`config.mk`:
```
export PLATFORM = sky130hd
export DESIGN_NAME = tag_free_list
export DESIGN_NICKNAME = d
export VERILOG_FILES = /design/src/rtl/tag_free_list.sv
export SDC_FILE = /design/constraint.sdc
export NUM_CORES = 2
export LEC_CHECK = 0
export CELL_PAD_IN_SITES_DETAIL_PLACEMENT = 1
export CELL_PAD_IN_SITES_GLOBAL_PLACEMENT = 2
export CORE_ASPECT_RATIO = 0.75
export CORE_MARGIN = 3
export CORE_UTILIZATION = 32
export DETAILED_ROUTE_END_ITERATION = 8
export GPL_TIMING_DRIVEN = 0
export HOLD_SLACK_MARGIN = 0.1
export PLACE_DENSITY = 0.7
export SYNTH_ARGS = -nofsm -noshare
export SYNTH_HDL_FRONTEND = slang
export SYNTH_SLANG_ARGS = --single-unit
```
`constraint.sdc`:
```
create_clock -name clk -period 6.8 [get_ports clk]
set_clock_uncertainty 0.1 [all_clocks]
set_input_delay 1.36 -clock clk [delete_from_list [all_inputs] [get_ports clk]]
set_output_delay 1.36 -clock clk [all_outputs]
set_load 0.005 [all_outputs]
```
`src/rtl/tag_free_list.sv`:
```
// Circular free list of physical rename tags: up to NUM_ISSUE all-or-nothing grants per cycle,
// up to NUM_COMMIT prev-tag frees per cycle, and spec-to-committed rollback on mispredict.
module tag_free_list #(
  parameter int NUM_ISSUE  = 4,
  parameter int NUM_COMMIT = 4,
  parameter int TAG_SIZE   = 7
) (
  input  logic                                 clk,
  input  logic                                 rst,
  input  logic                                 IN_mispred,
  input  logic                                 IN_mispredFlush,
  input  logic [NUM_ISSUE-1:0]                 IN_allocReq,
  input  logic                                 IN_allocFire,
  output logic [NUM_ISSUE-1:0][TAG_SIZE-1:0]   OUT_allocTags,
  output logic                                 OUT_allocOK,
  input  logic [NUM_COMMIT-1:0]                IN_commitValid,
  input  logic [NUM_COMMIT-1:0][TAG_SIZE-1:0]  IN_commitTags,
  input  logic [NUM_COMMIT-1:0][TAG_SIZE-1:0]  IN_commitPrevTags,
  output logic [TAG_SIZE-1:0]                  OUT_freeCount
);
  localparam int IW       = TAG_SIZE - 1;
  localparam int NUM_TAGS = 1 << IW;
  typedef logic [TAG_SIZE-1:0] ptr_t;
  localparam ptr_t FULL = ptr_t'(NUM_TAGS);

  logic [IW-1:0] list [NUM_TAGS];
  ptr_t spec_rd, com_rd, wr, free_cnt;
  ptr_t spec_nxt, com_nxt, wr_nxt;
  ptr_t alloc_n, com_n, free_n;
  ptr_t alloc_ptr  [NUM_ISSUE];
  ptr_t free_ptr   [NUM_COMMIT];
  ptr_t replay_ptr [NUM_COMMIT];
  logic [NUM_COMMIT-1:0] com_phys, free_phys;
  logic do_free;

  // Grant lookup: each requesting slot takes the entry at specRd + its rank among requesters.
  always_comb begin
    alloc_n = '0;
    for (int i = 0; i < NUM_ISSUE; i++) begin
      alloc_ptr[i]     = spec_rd + alloc_n;
      OUT_allocTags[i] = {1'b1, {IW{1'b0}}};
      if (IN_allocReq[i]) begin
        OUT_allocTags[i] = {1'b0, list[alloc_ptr[i][IW-1:0]]};
        alloc_n          = alloc_n + ptr_t'(1);
      end
    end
    OUT_allocOK = (free_cnt >= alloc_n) && !IN_mispred && !IN_mispredFlush;
  end

  always_comb begin
    com_n  = '0;
    free_n = '0;
    for (int j = 0; j < NUM_COMMIT; j++) begin
      com_phys[j]   = IN_commitValid[j] && !IN_commitTags[j][TAG_SIZE-1];
      free_phys[j]  = IN_commitValid[j] && !IN_commitPrevTags[j][TAG_SIZE-1];
      replay_ptr[j] = spec_rd + com_n;
      free_ptr[j]   = wr + free_n;
      if (com_phys[j])  com_n  = com_n + ptr_t'(1);
      if (free_phys[j]) free_n = free_n + ptr_t'(1);
    end
  end

  // Replay (flush without mispred) re-claims tags by advancing only specRd.
  always_comb begin
    spec_nxt = spec_rd;
    com_nxt  = com_rd;
    wr_nxt   = wr;
    do_free  = 1'b0;
    if (IN_mispredFlush) begin
      spec_nxt = IN_mispred ? com_rd : spec_rd + com_n;
    end else begin
      com_nxt = com_rd + com_n;
      wr_nxt  = wr + free_n;
      do_free = 1'b1;
      if (IN_mispred)        spec_nxt = com_nxt;
      else if (IN_allocFire) spec_nxt = spec_rd + alloc_n;
    end
  end

  always_ff @(posedge clk) begin
    if (rst) begin
      spec_rd  <= '0;
      com_rd   <= '0;
      wr       <= FULL;
      free_cnt <= FULL;
      for (int i = 0; i < NUM_TAGS; i++) list[i] <= IW'(i);
    end else begin
      spec_rd  <= spec_nxt;
      com_rd   <= com_nxt;
      wr       <= wr_nxt;
      free_cnt <= wr_nxt - spec_nxt;
      if (do_free)
        for (int j = 0; j < NUM_COMMIT; j++)
          if (free_phys[j]) list[free_ptr[j][IW-1:0]] <= IN_commitPrevTags[j][IW-1:0];
    end
  end

  assign OUT_freeCount = free_cnt;

`ifndef SYNTHESIS
  always_ff @(posedge clk) begin
    if (!rst) begin
      assert (!(IN_allocFire && !OUT_allocOK))
        else $error("tag_free_list: allocFire without allocOK");
      assert (ptr_t'(wr_nxt - com_nxt) <= FULL)
        else $error("tag_free_list: free list overflow");
      if (IN_mispredFlush && !IN_mispred)
        for (int j = 0; j < NUM_COMMIT; j++)
          if (com_phys[j])
            assert (IN_commitTags[j][IW-1:0] == list[replay_ptr[j][IW-1:0]])
              else $error("tag_free_list: replayed tag out of order on port %0d", j);
    end
  end
`endif
endmodule

```
== Word level (Yosys, flattened, before mapping) ==
Memory sizes are Yosys's and may differ from the RTL's. A register that Yosys moved wholly into a read port is not among the register bits.
Index checks and enable logic that the tools add are counted.

* Magnitude comparators: 1
* $add $sub $neg: 20
* Shifts and indexed selects: 0
* Bitwise gates (word level): 0
* Equal/unequal tests: 0
* Mux-type cells: 52
* $mul: 0
* Div/mod/pow operators: 0
* Reductions and logical operators: 24

{| class="wikitable"
|+ Operators by type and width
! cell !! number
|-
| two-way mux 7 bit || 18
|-
| adder 7 x 1 -> 7 bit (second input constant) || 9
|-
| two-way mux 6 bit || 9
|-
| adder 6 bit || 6
|-
| adder 7 bit || 4
|-
| two-way mux 1 bit || 25
|-
| OR reduction 6 bit || 4
|-
| logical AND 1 bit || 10
|-
| logical NOT 1 bit || 10
|-
| greater-or-equal comparator 7 bit || 1
|-
| subtractor 7 bit || 1
|}

* Memories kept: 1
* Bits in writable memories: 384
* ROM bits: 0
* Bits in latches: 0
* Register bits: 28

{| class="wikitable"
|+ Memories
! name !! depth !! bits a word !! read ports !! clocked after memory_dff !! write ports !! line !! RTL
|-
| list || 64 || 6 || 4 || 1 || 64 || 26 || <nowiki>logic [IW-1:0] list [NUM_TAGS];</nowiki>
|}

== Logic depth before layout (Yosys ltp) ==
* Depth after elaboration: 13
* Depth in mapped cells: 21

== Least setup slack after synthesis ==
OpenSTA, ideal clock, no wires.

* Path kind: input port to output port
* Start: input port IN_allocReq[0]
* End: output port OUT_allocTags[26] (netlist name)
* Required time: 5.340 ns
* Arrival time: 4.553 ns
* Stages on the path: 15
* Setup slack: 0.787 ns
* Buffers on the path: 4
* Cells stage by stage: inv_1 ha_1 xor2_1 ha_1 inv_1 fa_1 clkbuf_1 buf_2 clkbuf_1 clkbuf_1 mux4_2 mux2i_1 o22ai_1 nor2_1 a21oi_1

{| class="wikitable"
|+ RTL lines
! item !! line !! RTL
|-
| start, declared || 12 || <nowiki>input logic [NUM_ISSUE-1:0] IN_allocReq,</nowiki>
|-
| end, declared || 14 || <nowiki>output logic [NUM_ISSUE-1:0][TAG_SIZE-1:0] OUT_allocTags,</nowiki>
|}

==> flow_summary_export.csv <==
group,metric,value,unit
place,place_area,0.0461,mm2
timing,grt_setup_unrepaired,"yes",
setup_path,start_kind,"flop",
final_layout,final-seq-area,0.0121,mm2
final_layout,stdcell_count,6393,
setup_path,arrival,5590,ps
timing,fmax,142,MHz
place,port_buffers,59,
power,peakVddDrop,176,uV
final_layout,finalInstanceArea,0.0492,mm2
power,power_density,225,mW/mm2
power,p_int,5.98,mW
clock_network,clk_pin_slew_worst_paths,70,ps
drt,wl_met3,65.5,mm
drt,drtIter0Drc,10700,
logic_synthesis,synth.avg_cell_area,9.72,um2
setup_path,path_cells,"buf_6 > buf_4 > buf_8 > xor2_1 > ha_4 > a21oi_4 > buf_4 > xnor2_4 > buf_12 > buf_8 > clkbuf_8 > nand2_1 > a21oi_1 > a311o_1 > a31o_2 > clkdlybuf4s50_1",
drt,viasPerCell,7.99,
drt,dr.pass1.iters,7,
logic_synthesis,netlist_area,0.0427,mm2
timing,drv_slew,305,
place,place_ws,-3320,ps
floorplanning,fp.coreArea,0.132,mm2
outcome,violations,"max-capacitance violations, max-slew violations, negative setup slack",
outcome,outcome,"complete, but fails checks",
final_layout,nFillCells,14900,
drt,topRoutingLayerUsed,"met5",
clock_network,cts-root-buf,"clkbuf_16",
place,gp_congestion,1.15,
drt,wl_per_cell,59.6,um
power,swShare,45.9,%
drt,drt-met1-wl,146,mm
timing,final.setup.worst_slack,-246,ps
hold_path,whs_endpoint,"wr[6]$_SDFF_PP1_",
clock_network,holdBufCountCts,0,
drt,antenna_left,0,
setup_path,critPathCaptureType,"primary output",
logic_synthesis,synthTopCellsByArea,"edfxtp_1, mux4_2, mux2i_1",
final_layout,final_common_cell,"nand2_1",
timing,final-setup-viol-count,22,
grt,grt_pass1_wl,477,mm
final_layout,layout_common_cells,"nand2_1, mux4_2, edfxtp_1, nor2_1, mux2i_1",
power,p_sw,5.08,mW
grt,grt_pass1_vias,45700,
final_layout,finalNetCount,4679,
floorplanning,floorplan.initialDensity,32.4,%
place,placedCellCount,6244,
setup_path,rrSetupSlack,710,ps
logic_synthesis,yosysTopAreaCellShare,27.0,%
logic_synthesis,synthCells,4398,
place,hpwl,306,mm
logic_synthesis,ys_warn_count,0,
logic_synthesis,synth_flop_cell,"edfxtp_1",
floorplanning,die-width,428,um
logic_synthesis,synth_cell_types,85,
logic_synthesis,ys_seq_area_share,28.3,%
grt,grt_usage,53.1,%
hold_path,hold_depth,2,
floorplanning,dieArea,0.138,mm2
timing,slew_headroom,-13.7,%
grt,grt_antenna_before_repair,52,
setup_path,crit_fanout,10,
clock_network,clock-sinks,412,
logic_synthesis,async_flop_share,0,%
clock_network,numCtsBuffers,43,
clock_network,clockBufferDepth,3,
floorplanning,die_h,322,um
setup_path,ff2ff_path_depth,12,
timing,hold_viol_final,0,
timing,layout_worst_path_cycle_share,104,%
timing,setup-tns-final,-2520,ps
setup_path,cp.buffers_inverters,8,
drt,wl_met2,137,mm
logic_synthesis,synth_top_area_cell,"edfxtp_1",
timing,max_slew.worst_pin.slew,1710,ps
setup_path,reg2reg_to,"list[26][2]$_DFFE_PP_",
floorplanning,num_rows,115,
setup_path,cp.required,5340,ps
setup_path,reg2reg_from,"wr[0]$_SDFF_PP0_",
clock_network,clk_latency,640,ps
logic_synthesis,ys_seq_elements,412,
hold_path,hp-class,"reg2reg",
power,power.leakage,15.2,nW
hold_path,min_from,"wr[6]$_SDFF_PP1_",
grt,gr-total-overflow,0,
drt,vias,51100,
clock_network,cts_tree,"built",
setup_path,crit_family,"buffers and inverters",
power,power,11.1,mW
floorplanning,io_pins,105,
power,power_frac_comb,50.4,%
final_layout,drive_gt1_share,22.3,%
timing,fin_crit,7050,ps
power,p_seq_share,27.1,%
clock_network,htreeDepth,2,
drt,wl,381,mm
final_layout,syn_to_final_growth,15.2,%
setup_path,cp_slowest_cell,"a21oi_1",
logic_synthesis,synth-edff-count,384,
drt,drc,0,
job,drv_cap,35,
setup_path,path_class,"reg2out",
grt,grt_start_max_net_pins,17,
final_layout,multi_input_area,0.0293,mm2
setup_path,slowest_delay,540,ps
power,pwr-share-clk,22.4,%
-- worst max-delay path by stage --
stage               slack (ps)                   from  cells after the start           endpoint
floorplan                  790         IN_allocReq[0]                     15  OUT_allocTags[26]
global placement         -3620  spec_rd[1]$_SDFF_PP0_                     15  OUT_allocTags[19]
detailed placement       -3320  spec_rd[1]$_SDFF_PP0_                     15  OUT_allocTags[21]
CTS                          3         IN_allocReq[0]                      9  OUT_allocTags[10]
global route               -50         IN_allocReq[1]                     15  OUT_allocTags[26]
finish                    -250  spec_rd[1]$_SDFF_PP0_                     16  OUT_allocTags[14]
-- stage by stage --
stage,hold slack [ps],util [%]
final,418,37.3
after global routing,456,37.3
after CTS,414,36.8
after detailed placement,391,35.0
after global placement,382,34.5
after floorplan,368,-
-- worst reg2reg max path, stage by stage, from the launching register on --
cell and delay [ps]:
dfxtp_1 650, buf_2 400, nand3b_2 330, inv_2 260
ha_1 260, xnor2_1 230, nand2_1 120, nor3_1 570
clkbuf_1 800, nand2_1 870, o221ai_1 500, o21ai_0 170
o21ai_0 530
-- layer usage --
layer,vias up,track usage [%]
li1,17800,-
met1,26300,67.4
met2,5700,66.2
met3,1301,30.7
met4,32,35.8
met5,-,6.39
-- power groups by stage --
stage          combinational (mW)  sequential (mW)  clock [mW]
5_1_grt                      5.39             2.99        2.59
3_5_place_dp                 4.65             3.04           0
4_1_cts                      4.90             2.98        2.48
2_1_floorplan                2.46             2.94           0
3_3_place_gp                 4.62             3.03           0
6_report                     5.57             3.00        2.48
-- synthesized netlist by cell type, drive strengths merged, types with 18 or more instances --
library cell,n
a211oi,54
nand3,125
a31oi,65
clkbuf,352
o21ai,223
or4,18
inv,41
buf,146
o211ai,36
o32ai,53
a21o,38
nor3,90
ha,44
mux2,138
a32o,39
edfxtp,384
a2bb2oi,19
a32oi,87
a22oi,28
xnor2,39
nor2,417
and3,18
o22ai,103
o221ai,27
nand2b,40
nand2,522
dfxtp,28
mux4,396
mux2i,290
a21oi,237
xor2,24
nand4,67
o32a,34
and2,21
-- state kept, by name, indices dropped and copies added, names as in the netlist --
signal and count:
list 384, wr 7, com_rd 7, spec_rd 7, OUT_freeCount 7
-- kinds of logic after synthesis --
family                   count (synthesis)  share of synthesized area [%]
AO/OA/AOI/OAI                         1129                           17.9
XOR/XNOR                                63                           1.31
adder cells (fa/ha/maj)                 53                           1.69
buffers and inverters                  542                           5.09
flip-flops                             412                           28.3
multiplexers                           824                           31.3
other                                    2                         0.0176
AND/OR/NAND/NOR                       1373                           14.4
-- what timing repair did --
item / 4_1_cts / 5_1_grt
resized for setup: 306 / 135
pin swaps: 13 / 21
setup buffers: 9 / 13
setup endpoints to repair: 25 / 175
-- area by class of cell --
type,count,area share (%)
diodes,47,0.239
repair buffers,118,2.63
multi-input cells,3445,59.4
well taps,1755,4.46
flip-flops and latches,412,24.6
inverters,44,0.343
plain buffers,494,5.46
clock inverters,31,0.638
clock buffers,47,2.22
Note: power is estimated with default switching activity, not from simulation.
